`config.mk`:
```
export PLATFORM = sky130hd
export DESIGN_NAME = lamp_seq_gen
export DESIGN_NICKNAME = d
export VERILOG_FILES = /design/src/rtl/lamp_seq_gen.sv
export SDC_FILE = /design/constraint.sdc
export NUM_CORES = 1
export LEC_CHECK = 0
export BUFFER_PORTS_ARGS = -buffer_cell sky130_fd_sc_hd__buf_2
export CAP_MARGIN = 0
export CORE_UTILIZATION = 57
export CTS_CLUSTER_DIAMETER = 120
export CTS_CLUSTER_SIZE = 40
export DETAILED_ROUTE_END_ITERATION = 8
export PLACE_DENSITY_LB_ADDON = 0.1
export SETUP_SLACK_MARGIN = 0.4
export SLEW_MARGIN = 20
export SYNTH_ARGS = -nofsm -noshare
export SYNTH_HDL_FRONTEND = slang
export SYNTH_SLANG_ARGS = --single-unit
```
`constraint.sdc`:
```
create_clock -name clk -period 2.3 [get_ports clk]
set_input_delay 0.46 -clock clk [delete_from_list [all_inputs] [get_ports clk]]
set_output_delay 0.46 -clock clk [all_outputs]
set_load 0.02 [all_outputs]
```
`src/rtl/lamp_seq_gen.sv`:
```
// Programmable lamp-sequence generator: plays one-hot lamp step lists followed
// by all-off gaps, a configurable number of times, with registered outputs.
module lamp_seq_gen #(
  parameter int DWELL_W = 4,
  parameter int REP_W   = 3,
  parameter int GAP     = 2
) (
  input  logic               clk,
  input  logic               reset,
  input  logic               start,
  input  logic               abort,
  input  logic [1:0]         mode,
  input  logic [DWELL_W-1:0] dwell,
  input  logic [REP_W-1:0]   repeat_cnt,
  output logic               lamp1,
  output logic               lamp2,
  output logic               lamp3,
  output logic               busy,
  output logic               done,
  output logic [REP_W-1:0]   seq_count
);

  localparam int GAP_W = (GAP < 2) ? 1 : $clog2(GAP);

  localparam logic [1:0] S_IDLE = 2'd0;
  localparam logic [1:0] S_RUN  = 2'd1;
  localparam logic [1:0] S_GAPS = 2'd2;
  localparam logic [1:0] S_DONE = 2'd3;

  localparam logic [1:0] M_NORMAL  = 2'd0;
  localparam logic [1:0] M_SKIP    = 2'd1;
  localparam logic [1:0] M_REVERSE = 2'd2;

  logic [1:0]         state;
  logic [1:0]         mode_q;
  logic [DWELL_W-1:0] d_last;
  logic [REP_W-1:0]   r_q;
  logic [2:0]         step;
  logic [DWELL_W-1:0] dcnt;
  logic [GAP_W-1:0]   gcnt;
  logic [2:0]         lamps;   // {lamp3, lamp2, lamp1}

  function automatic logic [2:0] last_step(input logic [1:0] m);
    case (m)
      M_NORMAL, M_REVERSE: last_step = 3'd2;
      M_SKIP:              last_step = 3'd1;
      default:             last_step = 3'd4;
    endcase
  endfunction

  function automatic logic [2:0] step_lamps(input logic [1:0] m, input logic [2:0] s);
    step_lamps = 3'b000;
    case (m)
      M_NORMAL:  step_lamps = (s == 3'd0) ? 3'b001 : (s == 3'd1) ? 3'b010 : 3'b100;
      M_SKIP:    step_lamps = (s == 3'd0) ? 3'b001 : 3'b100;
      M_REVERSE: step_lamps = (s == 3'd0) ? 3'b100 : (s == 3'd1) ? 3'b010 : 3'b001;
      default:   step_lamps = (s == 3'd4) ? 3'b100 : s[0] ? 3'b010 : 3'b001;
    endcase
  endfunction

  assign lamp1 = lamps[0];
  assign lamp2 = lamps[1];
  assign lamp3 = lamps[2];

  // Outputs are computed from the next state so they stay purely registered.
  always_ff @(posedge clk) begin
    if (reset) begin
      state     <= S_IDLE;
      mode_q    <= '0;
      d_last    <= '0;
      r_q       <= '0;
      step      <= '0;
      dcnt      <= '0;
      gcnt      <= '0;
      lamps     <= '0;
      busy      <= 1'b0;
      done      <= 1'b0;
      seq_count <= '0;
    end else begin
      done <= 1'b0;
      case (state)
        S_IDLE: begin
          if (start && !abort) begin
            mode_q    <= mode;
            d_last    <= (dwell == '0) ? '0 : dwell - 1'b1;
            r_q       <= (repeat_cnt == '0) ? REP_W'(1) : repeat_cnt;
            seq_count <= '0;
            step      <= '0;
            dcnt      <= '0;
            state     <= S_RUN;
            busy      <= 1'b1;
            lamps     <= step_lamps(mode, 3'd0);
          end
        end
        S_RUN: begin
          if (abort) begin
            state <= S_IDLE;
            lamps <= '0;
            busy  <= 1'b0;
          end else if (dcnt == d_last) begin
            dcnt <= '0;
            if (step == last_step(mode_q)) begin
              state     <= S_GAPS;
              gcnt      <= '0;
              lamps     <= '0;
              seq_count <= seq_count + 1'b1;
            end else begin
              step  <= step + 3'd1;
              lamps <= step_lamps(mode_q, step + 3'd1);
            end
          end else begin
            dcnt <= dcnt + 1'b1;
          end
        end
        S_GAPS: begin
          if (abort) begin
            state <= S_IDLE;
            busy  <= 1'b0;
          end else if (gcnt == GAP_W'(GAP - 1)) begin
            gcnt <= '0;
            if (seq_count == r_q) begin
              state <= S_DONE;
              done  <= 1'b1;
              busy  <= 1'b0;
            end else begin
              state <= S_RUN;
              step  <= '0;
              lamps <= step_lamps(mode_q, 3'd0);
            end
          end else begin
            gcnt <= gcnt + 1'b1;
          end
        end
        default: state <= S_IDLE;
      endcase
    end
  end

endmodule

```
==> results of run 1 <==
## synthesized netlist by cell type, drive strengths merged
library cell	instances	area, µm²
or4b	1	10.0
nand3	2	10.0
nand2b	3	18.8
xor2	2	17.5
a41oi	2	17.5
nand4	7	43.8
o21a	1	7.51
buf	3	21.3
nor3b	2	15.0
a41o	1	10.0
a32o	1	10.0
a211oi	5	42.5
a31oi	5	31.3
or3	2	12.5
xnor2	9	78.8
and4	1	8.76
o21ai	13	65.1
ha	9	113
a21o	3	22.5
and4b	1	10.0
a311oi	1	8.76
o41ai	1	27.5
a21oi	17	88.8
nor2	20	75.1
nor3	7	35.0
nand2	22	82.6
or4	3	22.5
inv	16	60.1
o31ai	1	7.51
clkbuf	5	18.8
and2	1	6.26
nor4	1	6.26
a221oi	1	26.3
dfxtp	27	541
o211ai	2	15.0
o311ai	1	8.76
nand3b	3	22.5
o32ai	3	26.3
a311o	1	10.0
mux2i	3	30.0
## power groups by stage
stage / combinational, W / sequential [W] / clock, W
2_1_floorplan: 0.000417 / 0.000592 / 0
3_3_place_gp: 0.000576 / 0.000575 / 0
3_5_place_dp: 0.000582 / 0.000579 / 0
4_1_cts: 0.000592 / 0.000568 / 0.000214
5_1_grt: 0.000761 / 0.000577 / 0.000234
6_report: 0.000691 / 0.000570 / 0.000214
## cell usage in the layout (no fill, tap or decap), types with 4 or more instances in the layout
cell type	Yosys	routed
buf_4	0	7
o21ai_0	12	11
nor3_1	7	7
xnor2_1	9	9
a21oi_1	16	14
inv_1	15	13
a211oi_1	4	4
ha_1	9	6
dfxtp_2	0	4
dfxtp_1	27	22
a31oi_1	5	4
nand2_1	22	21
nor2_1	20	18
buf_2	2	20
nand4_1	7	7
## per-layer routing
metal | part of all wire [%] | up-vias
met2 | 49 | 57
li1 | - | 804
met5 | 0 | -
met4 | 2.6 | 0
met1 | 43 | 745
met3 | 5.1 | 9
## metrics by stage
step	worst slack, ns	total power (W)	hold WS (ns)	instances	area [µm²]
6_report	0.421	0.00147	0.340	263	1920
5_1_grt	0.362	0.00157	0.353	263	1920
4_1_cts	0.410	0.00137	0.354	259	1830
3_5_place_dp	0.380	0.00116	0.463	255	1810
3_3_place_gp	0.437	0.00115	0.457	255	1810
2_1_floorplan	0.558	0.00101	0.445	209	1680
## sequential cells by signal, summed over array words and instances, names as in the netlist, 2 cells and up
| register | cells |
|---|---|
| d_last | 4 |
| seq_count | 3 |
| lamps | 3 |
| mode_q | 2 |
| state | 2 |
| r_q | 3 |
| dcnt | 4 |
| step | 3 |
## what timing repair did
action / 4_1_cts / 5_1_grt
setup endpoints to repair: 2 / 10
gates resized for setup: 1 / 21
pin swaps: 0 / 7
setup buffers: 0 / 4
## cell type report
class | count | area (µm²)
clock buffers | 4 | 26.3
fillers | 230 | 860
inverters | 16 | 60.1
multi-input cells | 158 | 1090
flip-flops and latches | 27 | 549
well taps | 31 | 38.8
repair buffers | 27 | 153
## cells by family after synthesis
family / Yosys count / share of synthesized area, %
AO/OA/AOI/OAI: 59 / 25.3
buffers and inverters: 24 / 5.94
AND/OR/NAND/NOR: 76 / 22.5
flip-flops: 27 / 32.1
XOR/XNOR: 11 / 5.72
multiplexers: 3 / 1.78
adder cells (fa/ha/maj): 9 / 6.69
## tightest hold or removal path, cell delays in order
cell	delay, ns
buf_2	0.10
nand2_1	0.05
a21oi_1	0.05
## final timing paths
kind	to	startpoint	slack [ns]	depth (start not counted)
worst max-delay path	state[1]	mode_q[0]	0.42	5
worst min-delay path	mode_q[0]	mode[0]	0.34	3
worst max register to register	state[1]	mode_q[0]	0.42	5
worst min register to register	r_q[2]	r_q[2]	0.48	2
==> flow_metrics.py, run 1 <==
metrics = {
    "outcome": {
        "outcome": "completed",
    },
    "clocking": {
        "cts_tree": "built",
        "clk_latency_ns": 0.34,
        "htree_levels": 1,
        "cts_buffers": 3,
        "cts_sinks": 27,
        "clkTransAtPathRegs_ns": 0.15,
        "root_buffer": "clkbuf_4",
        "clk_path_buf_depth": 2,
        "ctsHoldBuffers": 0,
    },
    "floorplanning": {
        "ios": 21,
        "fp.coreArea_um2": 2780,
        "die_y_um": 56.4,
        "die_x_um": 56.4,
        "die-area_um2": 3180,
        "rows": 19,
        "start_util_pct": 60.5,
    },
    "pwr": {
        "p_sw_w": 0.000598,
        "swShare_pct": 40.5,
        "p_seq_share_pct": 38.7,
        "power.share.clock_pct": 14.5,
        "p_leak_nw": 0.703,
        "power_density_nw_per_um2": 767,
        "power_frac_comb_pct": 46.9,
        "internal-power_w": 0.000877,
        "ir_drop_uv": 681,
    },
    "global_routing": {
        "grt_pass1_vias": 1422,
        "grt_use_met1_pct": 30.2,
        "grt_pass1_wl_mm": 6.11,
        "grt_util_all_layers_pct": 24.6,
        "grt_use_met2_pct": 42.5,
        "antenna_found_initial": 0,
        "grt-busiest-layer": "met2",
        "grt-ovfl-total": 0,
        "grt_max_degree": 26,
        "gr-usage-met3_pct": 2.76,
    },
    "routing": {
        "drt_iter0_markers": 57,
        "wl_mm": 3.93,
        "drc": 0,
        "ant_nets": 0,
        "viasPerCell": 6.14,
        "avgRoutedWirePerCell_um": 14.9,
        "drt_first_pass_iters": 4,
        "via_count": 1615,
    },
    "timing": {
        "fin_crit_ns": 1.88,
        "slew_headroom_pct": 68.2,
        "max_freq_ghz": 0.532,
        "finalSetupViolCount": 0,
        "finClkSkew_ns": 0.00614,
        "finalHoldViolCount": 0,
        "fin_crit_sh_pct": 81.7,
        "slew_violations": 0,
        "grt_setup_unrepaired": "true",
        "tightest_slew_ns": 0.478,
        "setup_tns_ns": 0,
    },
    "logic_synthesis": {
        "yosysUniqueCellTypes": 45,
        "synth_nets": 231,
        "synth.cell_area_um2": 1680,
        "synth_warnings": 0,
        "syn_inst": 209,
        "ys_seq_area_share_pct": 32.1,
        "syn-mean-instance-area_um2": 8.06,
        "ys_seq_elements": 27,
    },
    "layout": {
        "num_antenna_cells": 0,
        "fin_util_pct": 69.1,
        "drive_above_1_share_pct": 23.7,
        "areaGrowthSynthToFinish_pct": 14.1,
        "nNetsFinal": 255,
    },
    "critical_path": {
        "path_cells": "inv_2 -> o41ai_4 -> a31oi_2 -> or4_4 -> a21oi_2",
        "path_class": "reg2reg",
        "critPathCaptureType": "register",
        "cp.arrival_ns": 2.16,
        "slowest_stage": "or4_4",
        "cp_num_buf_inv": 1,
        "slowest_delay_ns": 0.53,
        "path_delay_family": "compound AO/OA/AOI/OAI gates",
        "critPathLaunchType": "register",
        "worstPathMaxFanout": 5,
        "required_ns": 2.58,
    },
    "placement": {
        "hpwlAfterDp_mm": 2.83,
        "portBuffers": 20,
        "globalplace.congestion": 0.836,
    },
    "worst_hold_path": {
        "hp-class": "in2reg",
    },
    "run": {
        "maxCapViolCount": 0,
    },
}
No activity file was read; power rests on OpenSTA's default activity.
==> inputs of run 2 (changes only) <==
CORE_UTILIZATION = 52   (was 57)
clock period = 1.65 ns   (was 2.3 ns; I/O delays follow)
==> flow_metrics.py, run 2 (synthesis results as in run 1) <==
metrics = {
    "pwr": {
        "p_leak_nw": 1.08,
        "power_density_nw_per_um2": 1110,
        "ir_drop_uv": 746,
    },
    "critical_path": {
        "endpoint": "state[0]",
        "worstPathMaxFanout": 6,
        "rrSetupSlack_ns": -0.23,
        "cp.depth": 7,
        "reg2reg_to": "state[0]",
        "critPathCaptureType": "register",
        "cp_num_buf_inv": 2,
        "critPathLaunchType": "register",
        "worst_path_most_repeated_cell": "buf_4",
        "cp.arrival_ns": 2.15,
        "slowest_delay_ns": 0.44,
        "path_delay_family": "simple AND/OR/NAND/NOR gates",
        "path_class": "reg2reg",
        "r2r-start": "step[1]",
        "crit_start": "step[1]",
        "path_cells": "and4b_1 -> or3_4 -> a31oi_2 -> buf_4 -> buf_4 -> o21ai_1 -> a21oi_1",
        "ff2ff_path_depth": 7,
        "slowest_stage": "or3_4",
        "required_ns": 1.91,
    },
    "layout": {
        "largestRegisters": "d_last x4, dcnt x4",
        "layout_commonest_cell": "buf_4",
        "num_antenna_cells": 0,
        "areaGrowthSynthToFinish_pct": 61.6,
        "nNetsFinal": 311,
        "drive_above_1_share_pct": 54.2,
        "post-route-cell-area_um2": 2720,
        "layout_common_cells": "buf_4 (43), buf_6 (22), buf_2 (17)",
    },
    "clocking": {
        "ctsHoldBuffers": 0,
        "root_buffer": "clkbuf_4",
        "htree_levels": 1,
        "cts_sinks": 27,
        "clkTransAtPathRegs_ns": 0.17,
        "cts_tree": "built",
        "cts_buffers": 3,
        "clk_latency_ns": 0.35,
        "clk_path_buf_depth": 2,
    },
    "routing": {
        "ant_nets": 0,
        "viasPerCell": 6.79,
        "avgRoutedWirePerCell_um": 21.9,
        "drc": 0,
        "wl_mm": 7.27,
        "drt_iter0_markers": 397,
        "drt_first_pass_iters": 6,
        "via_count": 2253,
    },
    "timing": {
        "fin_crit_ns": 1.88,
        "slew_violations": 0,
        "slew_headroom_pct": 68.2,
        "fin_crit_sh_pct": 114,
        "finClkSkew_ns": 0.00885,
        "finalHoldViolCount": 0,
        "worst_slack_ns": -0.233,
        "grt_setup_unrepaired": "true",
        "tightest_slew_ns": 0.477,
        "finalSetupViolCount": 13,
        "hold_slack_ns": 0.205,
        "max_freq_ghz": 0.531,
    },
    "placement": {
        "placed_cell_area_um2": 2110,
        "globalplace.congestion": 0.928,
        "hpwlAfterDp_mm": 3.55,
        "portBuffers": 20,
    },
    "floorplanning": {
        "ios": 21,
        "fp.coreArea_um2": 3050,
        "die_y_um": 58.9,
        "die-area_um2": 3470,
        "rows": 20,
        "die_x_um": 58.9,
        "start_util_pct": 55.2,
    },
    "outcome": {
        "outcome": "finished with violations",
        "violations": "setup timing",
    },
    "run": {
        "maxCapViolCount": 0,
    },
    "worst_hold_path": {
        "hp-class": "in2reg",
    },
    "global_routing": {
        "grt_util_all_layers_pct": 37.7,
        "grt-ovfl-total": 0,
        "grt_max_degree": 19,
        "grt_pass1_wl_mm": 9.65,
        "antenna_found_initial": 0,
        "grt_pass1_vias": 2073,
    },
}
## run 2: cell count changes in the layout (fill, tap and decap cells not counted), sizes merged
cell and change:
clkinv +1, buf +56, clkbuf -1
## run 2: worst min path at each step
stage,from,end,cells after the start
after floorplan,d_last[3],d_last[3],2
after global placement,lamps[1],lamps[1],2
after detailed placement,lamps[1],lamps[1],2
after CTS,mode[0],mode_q[0],3
after global routing,repeat_cnt[2],r_q[2],3
final,repeat_cnt[1],r_q[1],3
## run 2: timing repair
item / in CTS / in global routing
resized for setup: 54 / 29
pin swaps: 33 / 22
setup buffers: 25 / 9
gates cloned: 0 / 0
setup endpoints to repair: 27 / 29
## run 2: layer usage
metal / vias up / GRT usage, % / part of all wire, % / wire length (µm)
met1: 1054 / 39.2 / 35 / 2560
met5: - / 0 / 0 / 0
met4: 0 / 24.8 / 8.2 / 594
met3: 73 / 5.93 / 8.9 / 648
li1: 918 / - / - / -
met2: 208 / 69.5 / 48 / 3460
## run 2: final cells by class
cell class                      count  area, µm²
Inverter                           16       67.6
Fill cell                         143        332
Multi-Input combinational cell    158       1320
Clock buffer                        3       22.5
Tap cell                           44       55.1
Timing Repair Buffer               83        676
Clock inverter                      1       5.00
Sequential cell                    27        572
## run 2: worst register-to-register path: cells and delay by family, from the launching register on
kind	cells	cell delay, ns
AOI/OAI and AO/OA	3	0.46
buffers and inverters	2	0.25
DFF	1	0.43
and+or+nand+nor	2	0.67
## run 2: power breakdown
group / leakage (nW) / total [W] / switching, W / internal (W)
logic: 0.834 / 0.00191 / 0.000972 / 0.000937
registers: 0.227 / 0.000807 / 0.0000753 / 0.000731
clock network: 0.0177 / 0.000318 / 0.000227 / 0.0000915
## run 2: stage by stage
stage	std cells	utilization, %	setup WS [ns]	setup TNS, ns	power (W)
detailed placement	294	69.0	-0.0787	-0.373	0.00186
finish	332	89.1	-0.233	-2.14	0.00303
global route	332	89.1	-0.411	-3.66	0.00313
global placement	294	69.0	-0.0208	-0.0271	0.00182
CTS	323	82.7	-0.0908	-0.265	0.00262
floorplan	209	-	0.0112	0	0.00150
==> inputs of run 3 (changes only) <==
CELL_PAD_IN_SITES_DETAIL_PLACEMENT = 0   (was unset)
CELL_PAD_IN_SITES_GLOBAL_PLACEMENT = 1   (was unset)
CORE_UTILIZATION = 38   (was 52)
==> flow_metrics.py, run 3 (synthesis results as in run 1) <==
metrics = {
    "outcome": {
        "outcome": "finished with violations",
        "violations": "setup timing",
    },
    "worst_hold_path": {
        "hp-class": "in2reg",
    },
    "routing": {
        "avgRoutedWirePerCell_um": 15.0,
        "drc": 0,
        "ant_nets": 0,
        "drt_first_pass_iters": 4,
        "via_count": 1795,
        "drt_iter0_markers": 51,
        "viasPerCell": 5.51,
        "wl_mm": 4.88,
    },
    "layout": {
        "areaGrowthSynthToFinish_pct": 49.0,
        "layout_commonest_cell": "buf_4",
        "largestRegisters": "d_last x4, dcnt x4",
        "instances_no_fill": 326,
        "drive_above_1_share_pct": 46.4,
        "nNetsFinal": 299,
        "num_antenna_cells": 0,
        "layout_common_cells": "buf_4 (44), nand2_1 (21), buf_2 (19)",
    },
    "global_routing": {
        "grt_pass1_vias": 1752,
        "grt_max_degree": 18,
        "grt_pass1_wl_mm": 7.86,
        "antenna_found_initial": 0,
        "grt-ovfl-total": 0,
        "grt_util_all_layers_pct": 22.7,
    },
    "critical_path": {
        "r2r-start": "state[0]",
        "cp.arrival_ns": 1.89,
        "critPathLaunchType": "register",
        "ff2ff_path_depth": 8,
        "rrSetupSlack_ns": -0.03,
        "reg2reg_to": "step[0]",
        "path_class": "reg2reg",
        "crit_start": "state[0]",
        "worstPathMaxFanout": 5,
        "slowest_stage": "dfxtp_2",
        "required_ns": 1.86,
        "endpoint": "step[0]",
        "slowest_delay_ns": 0.35,
        "path_cells": "inv_2 -> ha_4 -> nand3b_1 -> a21o_1 -> a221oi_4 -> buf_4 -> nand3_2 -> a21oi_2",
        "critPathCaptureType": "register",
    },
    "timing": {
        "grt_setup_unrepaired": "true",
        "max_freq_ghz": 0.594,
        "slew_headroom_pct": 74.9,
        "tightest_slew_ns": 0.377,
        "worst_slack_ns": -0.0343,
        "finClkSkew_ns": 0.00642,
        "finalSetupViolCount": 8,
        "fin_crit_sh_pct": 102,
        "slew_violations": 0,
        "finalHoldViolCount": 0,
        "fin_crit_ns": 1.68,
    },
    "pwr": {
        "ir_drop_uv": 452,
        "p_leak_nw": 0.979,
        "internal-power_w": 0.00163,
        "swShare_pct": 38.5,
        "p_sw_w": 0.00102,
        "power_density_nw_per_um2": 1060,
        "p_seq_share_pct": 29.6,
        "power.share.clock_pct": 14.8,
        "power_frac_comb_pct": 55.6,
    },
    "floorplanning": {
        "fp.coreArea_um2": 4120,
        "ios": 21,
        "die_x_um": 68.6,
        "die-area_um2": 4700,
        "rows": 23,
        "die_y_um": 68.6,
        "start_util_pct": 40.9,
    },
    "clocking": {
        "clkTransAtPathRegs_ns": 0.10,
        "ctsHoldBuffers": 0,
        "clk_latency_ns": 0.28,
        "clk_path_buf_depth": 2,
        "htree_levels": 1,
        "root_buffer": "clkbuf_8",
        "cts_buffers": 3,
        "cts_sinks": 27,
        "cts_tree": "built",
    },
    "placement": {
        "portBuffers": 20,
        "globalplace.congestion": 0.934,
        "numPlacedInstances": 309,
        "hpwlAfterDp_mm": 3.58,
        "dp_slack_ns": -0.0619,
    },
    "run": {
        "maxCapViolCount": 0,
    },
}
## run 3: cell types whose count changed in the layout (fill, tap and decap cells not counted), sizes merged
cell / previous run / this run
buf: 83 / 71
clkbuf: 3 / 4
clkinv: 1 / 0
## run 3: cell type report
type,instances,area [µm²]
Multi-Input combinational cell,158,1260
Tap cell,50,62.6
Inverter,16,62.6
Fill cell,366,1610
Timing Repair Buffer,71,515
Sequential cell,27,563
Clock buffer,4,45.0
## run 3: worst min path at each step
stage	endpoint	startpoint	depth (start not counted)
after floorplan	d_last[3]	d_last[3]	2
after global placement	lamps[1]	lamps[1]	2
after detailed placement	lamps[1]	lamps[1]	2
after CTS	mode_q[0]	mode[0]	3
after global routing	mode_q[1]	mode[1]	3
final	mode_q[0]	mode[0]	3
## run 3: power groups by stage
| stage | clock (W) | sequential [W] | combinational [W] |
|---|---|---|---|
| 4_1_cts | 0.000415 | 0.000785 | 0.00125 |
| 6_report | 0.000392 | 0.000786 | 0.00148 |
| 3_5_place_dp | 0 | 0.000800 | 0.00111 |
| 3_3_place_gp | 0 | 0.000795 | 0.00110 |
| 5_1_grt | 0.000432 | 0.000799 | 0.00159 |
| 2_1_floorplan | 0 | 0.000831 | 0.000671 |
## run 3: timing repair
item | in CTS | in global routing
endpoints found under the hold margin | 0 | 0
buffers inserted | 6 | 7
endpoints found under the setup margin | 27 | 27
cloned | 0 | 0
resized for setup | 17 | 26
pin swaps | 12 | 22
## run 3: stage by stage
stage	power [W]	TNS [ns]	hold WS (ns)	utilization (%)	cell area, µm²
after global routing	0.00282	-1.15	0.287	61.0	2510
after global placement	0.00190	-0.0181	0.456	53.0	2180
after detailed placement	0.00191	-0.172	0.460	53.0	2180
final	0.00265	-0.180	0.284	61.0	2510
after floorplan	0.00150	0	0.445	-	1800
after CTS	0.00245	-0.114	0.275	56.9	2340
## run 3: critical path, delay by kind of cell (launching register included)
kind	cells	cell delay [ns]
compound gates	3	0.63
flops	1	0.35
simple gates	2	0.22
buf+inv	2	0.26
fa+ha+maj	1	0.17
## run 3: per-layer routing
metal | global-route usage, % | vias to the layer above | wire, µm
met5 | 0 | - | 0
met4 | 9.64 | 0 | 96
met2 | 41.2 | 26 | 2520
li1 | - | 894 | -
met3 | 2.63 | 9 | 88
met1 | 26.6 | 866 | 2170
